File: src/rtl/rv_wb_arbiter.sv
// Writeback arbiter for the multi-hart register file: ALU/LSU result merge,
// LSU result FIFO, and a per-hart pending-write scoreboard for issue hazards.
module rv_wb_arbiter #(
  parameter int DATA_WIDTH     = 32,
  parameter int LSU_FIFO_DEPTH = 4
) (
  input  logic                  clk,
  input  logic                  rst_n,
  input  logic                  alu_valid,
  output logic                  alu_ready,
  input  logic [4:0]            alu_rd,
  input  logic [2:0]            alu_hart,
  input  logic [DATA_WIDTH-1:0] alu_data,
  input  logic                  lsu_valid,
  output logic                  lsu_ready,
  input  logic [4:0]            lsu_rd,
  input  logic [2:0]            lsu_hart,
  input  logic [DATA_WIDTH-1:0] lsu_data,
  output logic                  rf_we,
  output logic                  rf_en,
  output logic [4:0]            rf_rd,
  output logic [2:0]            rf_hart,
  output logic [DATA_WIDTH-1:0] rf_data,
  input  logic                  issue_mark,
  input  logic [4:0]            issue_rd,
  input  logic [2:0]            issue_hart,
  input  logic [2:0]            chk_hart,
  input  logic [4:0]            chk_rs1,
  input  logic [4:0]            chk_rs2,
  input  logic [4:0]            chk_rd,
  output logic                  chk_busy
);

  localparam int PTR_W = $clog2(LSU_FIFO_DEPTH);

  typedef struct packed {
    logic [2:0]            hart;
    logic [4:0]            rd;
    logic [DATA_WIDTH-1:0] data;
  } wb_t;

  typedef enum logic [1:0] {SRC_NONE, SRC_ALU, SRC_LSU} src_e;

  wb_t              fifo_mem [LSU_FIFO_DEPTH];
  logic [PTR_W-1:0] wr_ptr, rd_ptr;
  logic [PTR_W:0]   count;
  logic             fifo_full, fifo_empty;
  logic             push, pop;
  src_e             src;
  wb_t              win;
  logic [255:0]     pending, pending_nxt;

  assign fifo_full  = (count == (PTR_W+1)'(LSU_FIFO_DEPTH));
  assign fifo_empty = (count == '0);
  assign alu_ready  = !fifo_full;
  assign lsu_ready  = !fifo_full;
  assign push       = lsu_valid && lsu_ready;
  assign pop        = (src == SRC_LSU);

  // A full FIFO takes priority so the LSU can never be starved by a busy ALU.
  always_comb begin
    src = SRC_NONE;
    win = '0;
    if (fifo_full) begin
      src = SRC_LSU;
    end else if (alu_valid) begin
      src = SRC_ALU;
    end else if (!fifo_empty) begin
      src = SRC_LSU;
    end
    case (src)
      SRC_ALU: win = '{hart: alu_hart, rd: alu_rd, data: alu_data};
      SRC_LSU: win = fifo_mem[rd_ptr];
      default: win = '0;
    endcase
  end

  always_ff @(posedge clk) begin
    if (!rst_n) begin
      wr_ptr <= '0;
      rd_ptr <= '0;
      count  <= '0;
    end else begin
      // NOTE: sequential state uses non-blocking assignments so every register samples pre-edge values.
      if (push) wr_ptr <= wr_ptr + 1'b1;
      if (pop)  rd_ptr <= rd_ptr + 1'b1;
      count <= count + (PTR_W+1)'(push) - (PTR_W+1)'(pop);
    end
  end

  // NOTE: FIFO storage is not reset; count/pointers alone define which entries are valid.
  always_ff @(posedge clk) begin
    if (push) fifo_mem[wr_ptr] <= '{hart: lsu_hart, rd: lsu_rd, data: lsu_data};
  end

  always_ff @(posedge clk) begin
    if (!rst_n) begin
      rf_we   <= 1'b0;
      rf_rd   <= '0;
      rf_hart <= '0;
      rf_data <= '0;
    end else begin
      rf_we <= (src != SRC_NONE) && (win.rd != 5'd0);
      if (src != SRC_NONE) begin
        rf_rd   <= win.rd;
        rf_hart <= win.hart;
        rf_data <= win.data;
      end
    end
  end

  assign rf_en = rf_we;

  // Clear first, then set, so a newly issued writer of the same register wins.
  always_comb begin
    // NOTE: default first and blocking assignments here keep this purely combinational (no latch).
    pending_nxt = pending;
    if (src != SRC_NONE) pending_nxt[{win.hart, win.rd}] = 1'b0;
    if (issue_mark && (issue_rd != 5'd0)) pending_nxt[{issue_hart, issue_rd}] = 1'b1;
  end

  always_ff @(posedge clk) begin
    if (!rst_n) pending <= '0;
    else        pending <= pending_nxt;
  end

  assign chk_busy = pending[{chk_hart, chk_rs1}] | pending[{chk_hart, chk_rs2}] |
                    pending[{chk_hart, chk_rd}];

endmodule

File: config.mk
export PLATFORM = sky130hd
export DESIGN_NAME = rv_wb_arbiter
export DESIGN_NICKNAME = d
export VERILOG_FILES = /design/src/rtl/rv_wb_arbiter.sv
export SDC_FILE = /design/constraint.sdc
export NUM_CORES = 1
export LEC_CHECK = 0
export CELL_PAD_IN_SITES_DETAIL_PLACEMENT = 1
export CELL_PAD_IN_SITES_GLOBAL_PLACEMENT = 1
export CORE_UTILIZATION = 45
export CTS_CLUSTER_SIZE = 20
export DETAILED_ROUTE_END_ITERATION = 7
export GPL_TIMING_DRIVEN = 0
export PLACE_DENSITY_LB_ADDON = 0.15
export SLEW_MARGIN = 15
export SYNTH_ARGS = -nofsm -noshare
export SYNTH_HDL_FRONTEND = slang
export SYNTH_SLANG_ARGS = --single-unit
export TNS_END_PERCENT = 20
File: constraint.sdc
create_clock -name clk -period 4.15 [get_ports clk]
set_input_delay 0.83 -clock clk [delete_from_list [all_inputs] [get_ports clk]]
set_output_delay 0.83 -clock clk [all_outputs]
set_load 0.1 [all_outputs]
## Yosys cells after proc, flatten, opt, wreduce, memory -nomap -nowiden

Memories as Yosys holds them, arrays and structs flattened. A register that Yosys moved wholly into a read port is not among the register bits.
Index checks and enable logic that the tools add are counted.

- Memories kept: 1
- Memory bits (writable): 160
- Register bits after elaboration: 304
- Input bits: 111

Memories:

| memory | words | width | read ports | clocked after memory_dff | write ports | RTL line | source |
|---|---|---|---|---|---|---|---|
| fifo_mem | 4 | 40 | 1 | 1 | 1 | 44 | `wb_t fifo_mem [LSU_FIFO_DEPTH];` |

- Equality and inequality tests: 3
- Muxes and demuxes: 20
- Magnitude comparators: 7
- Reduce and logical (&&, ||, !) cells: 10
- $add $sub $neg: 4
- Bitwise gates (word level): 5

Operators with widths:

| cell | number |
|---|---|
| 256-bit two-way mux | 2 |
| 256-bit AND | 1 |
| 256-bit inverter | 1 |
| 256-bit bitwise OR | 1 |
| 40-bit case mux with 2 select lines | 1 |
| 8-bit by 9-bit < comparator with 1-bit output, second input constant | 5 |
| 1-bit binary-select mux with 8-bit select | 3 |
| 1-bit demux with 8-bit select | 2 |
| 8-bit by 1-bit greater-or-equal comparator with 1-bit output, second input constant | 2 |
| 2-bit two-way mux | 5 |
| 5-bit nonzero test | 2 |
| 1-bit two-way mux | 7 |
| 1-bit logical AND | 5 |
| 2-bit by 1-bit adder with 2-bit output, second input constant | 2 |
| 3-bit by 1-bit adder with 3-bit output | 1 |
| 3-bit equality test, second input constant | 1 |
| 3-bit zero test | 1 |
| 3-bit by 1-bit subtractor with 3-bit output | 1 |
| 2-bit by 1-bit equality test with 1-bit output, second input constant | 1 |
| 2-bit equality test, second input constant | 1 |
| 1-bit bitwise OR | 2 |
| 2-bit nonzero test | 1 |
| 1-bit zero test | 1 |

## Logic depth before layout (Yosys ltp)

Gate-level depths: netlist (run 1).

- Depth after elaboration: 15
- Gate-level depth with buffers: 13

## Least setup slack after synthesis (run 1)

No wires, ideal clock.

- Path kind: input -> output
- From: input port chk_rs2[0]
- To: output port chk_busy
- Data required time: 3320 ps
- Stages on the path: 11
- Buffers on the path: 4
- Path slack: -142 ps
- Arrival: 3462 ps
- Cells stage by stage: buf_4 > buf_2 > buf_2 > buf_2 > mux2i_1 > a221oi_1 > o21ai_0 > nand3_1 > a21boi_0 > o221ai_1 > a32o_1

- Cells in the longest elaborated chain, start to end: 4

Ends and longest elaborated chain:

| element | RTL line | source |
|---|---|---|
| from (decl) | 29 | `input logic [4:0] chk_rs2,` |
| 1-bit binary-select mux with 8-bit select | 127 | `assign chk_busy = pending[{chk_hart, chk_rs1}] \| pending[{chk_hart, chk_rs2}] \|` |
| 1-bit two-way mux (implied by the code) | 127 |  |
| 1-bit bitwise OR (2 in a row) | 127 |  |
| to (decl) | 31 | `output logic chk_busy` |

Every way passes these cells. The select of a mux whose other input is x is not followed.

## Worst setup path in the final report (run 1)

- From: input port chk_hart[0]
- To: output port chk_busy

- Cells in the longest elaborated chain, start to end: 4
- Elaborated cells between the ends (all ways): 8

Ends and longest elaborated chain:

| element | RTL line | source |
|---|---|---|
| from (decl) | 27 | `input logic [2:0] chk_hart,` |
| 1-bit binary-select mux with 8-bit select | 127 |  |
| 1-bit two-way mux (implied by the code) | 127 |  |
| 1-bit bitwise OR | 127 |  |
| 1-bit bitwise OR (*) | 127 |  |

Mark *: on every way between the ends. The rest lies on a longest branch, timed or not. The select of a mux whose other input is x is not followed.

==> results of run 1 <==
-- cells by family (layout without fill, tap and decap cells) --
| family | count (synthesis) | in the layout |
|---|---|---|
| compound gates | 653 | 653 |
| simple gates | 536 | 536 |
| flops | 466 | 466 |
| mux | 296 | 296 |
| buf+inv | 202 | 474 |
| fa+ha+maj | 7 | 7 |
| xor+xnor | 5 | 5 |
| other cells | 0 | 3 |
-- state kept, by name (all words and copies together) (netlist names), named ones only --
signal	flops
rd_ptr	2
fifo_mem	160
count	3
rf_hart	3
rf_en	1
rf_rd	5
wr_ptr	2
pending	256
rf_data	32
-- area by class of cell --
| type | count | area, um2 | share of cell area |
|---|---|---|---|
| antenna | 3 | 7.51 | 0.000262 |
| buffer | 190 | 1290 | 0.0450 |
| clock buffer | 69 | 1450 | 0.0505 |
| clock inverter | 28 | 338 | 0.0118 |
| inverter | 12 | 53.8 | 0.00188 |
| multi-input combinational | 1497 | 12000 | 0.418 |
| sequential | 466 | 10900 | 0.382 |
| tap | 680 | 851 | 0.0297 |
| timing repair buffer | 175 | 1740 | 0.0608 |
-- final timing paths --
path	end	slack (ps)	cells past startpoint
hold reg to reg	rf_hart[1]	470	2
setup / recovery	chk_busy	-200	9
setup reg to reg	pending[136]	-30	9
hold / removal	rf_hart[1]	470	2
-- report_power, final --
group          switching [W]  internal (W)
combinational        0.00337       0.00121
clock                0.00210       0.00279
sequential          0.000156       0.00507
-- timing repair --
| item | in CTS | in global routing |
|---|---|---|
| setup endpoints to repair | 56 | 28 |
| setup buffers | 1 | 18 |
| resized for setup | 210 | 65 |
| hold buffers | 0 | 0 |
| endpoints found under the hold margin | 0 | 0 |
| pin swaps | 2 | 7 |
-- worst max-delay path, cell delays in order --
cell and delay [ps]:
clkdlybuf4s15_1 520, inv_1 390, a31oi_1 250, o31ai_1 130
a2111oi_4 370, o2111ai_2 190, a21o_1 290, a32o_2 350
buf_12 180
-- metrics by stage --
stage	instance area, um2	util	worst slack (ps)	cells	TNS, ps
after floorplan	23600	-	23.8	2165	0
after CTS	28300	0.549	-106	3099	-106
after global routing	28600	0.556	-179	3117	-1240
final	28600	0.556	-198	3120	-227
after detailed placement	26100	0.506	-2350	3001	-71360
after global placement	25900	0.503	-2320	2991	-67360
-- per-layer routing --
| metal | up-vias | routed length [um] | GRT usage |
|---|---|---|---|
| met3 | 504 | 14100 | 0.149 |
| met5 | - | 68 | 0 |
| met1 | 11000 | 39100 | 0.489 |
| met4 | 6 | 8230 | 0.269 |
| li1 | 8719 | - | - |
| met2 | 1681 | 48600 | 0.621 |
-- cells in the final DEF, fill, tap and decap left out, drive strengths merged, types with 5 or more instances in the layout --
| cell type | instances |
|---|---|
| bufinv | 5 |
| clkdlybuf4s50 | 139 |
| a21oi | 247 |
| inv | 11 |
| a222oi | 33 |
| nand3 | 27 |
| nand2b | 10 |
| nor2b | 22 |
| nand2 | 325 |
| clkinv | 21 |
| nor3 | 15 |
| a21boi | 20 |
| o211a | 8 |
| ha | 6 |
| clkbuf | 194 |
| buf | 99 |
| o22ai | 6 |
| and3 | 12 |
| nor2 | 93 |
| and2 | 9 |
| a22o | 11 |
| dfxtp | 306 |
| mux4 | 211 |
| o21ai | 256 |
| mux2i | 71 |
| a31oi | 15 |
| edfxtp | 160 |
| a221oi | 5 |
| a22oi | 23 |
| nand4 | 7 |
| mux2 | 14 |
==> results.env, run 1 <==
STATUS='finished, violations left'
VIOLATIONS='design-rule violations, negative setup slack'
COUNT_OF_SYNTHESIS_STAGE_WARNINGS_FROM_YOSYS=0
ROWS=83
POSTSYNTHREGISTERBITS=466
DETAILEDROUTE.FIRSTPASSITERATIONCOUNT=8
CAP_VIOLATIONS=0
CTS.CLK_SLEW.WORST_PATHS_PS=60
TOTAL_POWER_W=0.0147
COREAREA_UM2=51500
GRTUSAGETOTAL=0.409
SYNTHESIS.AREA_PER_INSTANCE_UM2=10.9
DRT_FIRST_ITER_VIOLATIONS=3004
SETUP_CRIT_START='chk_hart[0]'
OVERFLOW=0
WORST-SLEW-PIN-TRANSITION_PS=1430
LAYOUT_WORST_PATH_CYCLE_SHARE=1.05
CRITICAL_PATH.MAX_FANOUT=7
SYNTH_COMMON_CELLS='nand2_1 (325), dfxtp_1 (306), o21ai_0 (256)'
YOSYSUNIQUECELLTYPES=66
CTS.SINKS=466
FINALWIRELENGTH_MM=110
SYNTH_SIMPLE_GATE_AREA_SHARE=0.0966
CP-START-KIND='input port'
YOSYSMOSTFREQUENTCELL='nand2_1'
CTS_BUFFERS=53
POWER.DENSITY_nW_PER_UM2=513
AREA_SHARE_OF_THE_LARGEST_CELL_TYPE_AFTER_SYNTHESIS=0.260
SYNTH-SEQ-AREA-SHARE=0.464
SKEW_PS=19.1
RSZ0062_AT_GRT='yes'
DRIVE_GT1_FRAC=0.190
CRIT_ARRIVAL_PS=3520
GRT_MAX_DEGREE=29
CELL_AREA_AFTER_SYNTHESIS_UM2=23600
START_UTIL=0.458
SYNTH_FA_HA_AREA_FRAC=0.00403
FLOORPLAN.DIE_AREA_UM2=53300
LAYOUT-AREA-OVERHEAD-VS-SYNTH_PCT=21.4
ANTENNA_VIOLATING_NETS_POST_ROUTE=0
VIASPERCELL=7.03
INITIAL_ANTENNA_VIOLATION_COUNT=3
SYNTH-EDFF-COUNT=160
REQUIRED_TIME_AT_THE_WORST_SLACK_ENDPOINT_PS=3320
SYNTH.LARGEST_AREA_CELL='dfxtp_1'
REPORTED_LEAKAGE_POWER_nW=9.39
FINALWORSTSETUPSLACK_PS=-198
SLEW_VIOLATIONS=0
SETUP_VIOL_COUNT_FINAL=3
CTS_BUFFER_DEPTH=3
POST-ROUTE-DRC-COUNT=1
PLACE_CONGESTION=1.09
CLK-INSERTION-DELAY-LATE_PS=650
TOTAL_NUMBER_OF_VIAS=21900
CLOCK_TREE_FROM_TRITONCTS='built'
HOLDCRITSTARTPOINT='rf_hart[1]'
WL_PER_CELL_UM=35.3
PLACE.PORT_BUFFERS=146
SYNTH-MAIN-FF-CELL='dfxtp_1'
COMBINATIONAL_FAMILY_WITH_THE_MOST_AREA_AFTER_SYNTHESIS='multiplexers'
DIEWIDTH_UM=231
NUMBER_OF_GLOBAL_ROUTE_VIAS_BEFORE_REPAIR=22500
FILLER_CELL_COUNT=5461
FINAL_NETS=2513
SYNTH_COMPOUND_AREA_FRAC=0.160
PATH_CLASS='in2out'
HOLD_VIOLATIONS=0
FLOORPLAN.DIE.HEIGHT_UM=231
SYNTHESIS.INSTANCES=2165
FINAL.HOLD.WORST_SLACK_PS=466
FMAX_GHz=0.230
SYNTHMUXAREASHARE=0.239
CTSROOTBUFFERMASTER='clkbuf_16'
WORST_VDD_IR_mV=0.471
GRT_PASS1_WL_MM=156
YOSYS.AREA_SHARE.XOR_XNOR=0.00186
BOUNDARYPINS=156
TIMING.CRITICAL_PATH.TO_TYPE='output pin'
POST-DP-HPWL_MM=74.9
ASYNC_RESET_FF_FRAC=0
LAYOUT_MIN_CYCLE_TIME_PS=4350
SLEW_HEADROOM=0.0440
HTREEDEPTH=2
SYNTH_TOP_CELLS_BY_AREA='dfxtp_1 (26%), edfxtp_1 (20%), mux4_2 (20%)'
WORSTHOLDPATHTYPE='reg2reg'
SYNTH_FP_NETS=2283
(Power assumes the default switching activity.)
==> inputs of run 2 (changes only) <==
- CAP_MARGIN: default -> 10
==> results of run 2 <==
Same layout as run 1: the final DEF is identical, and so are final timing and power.
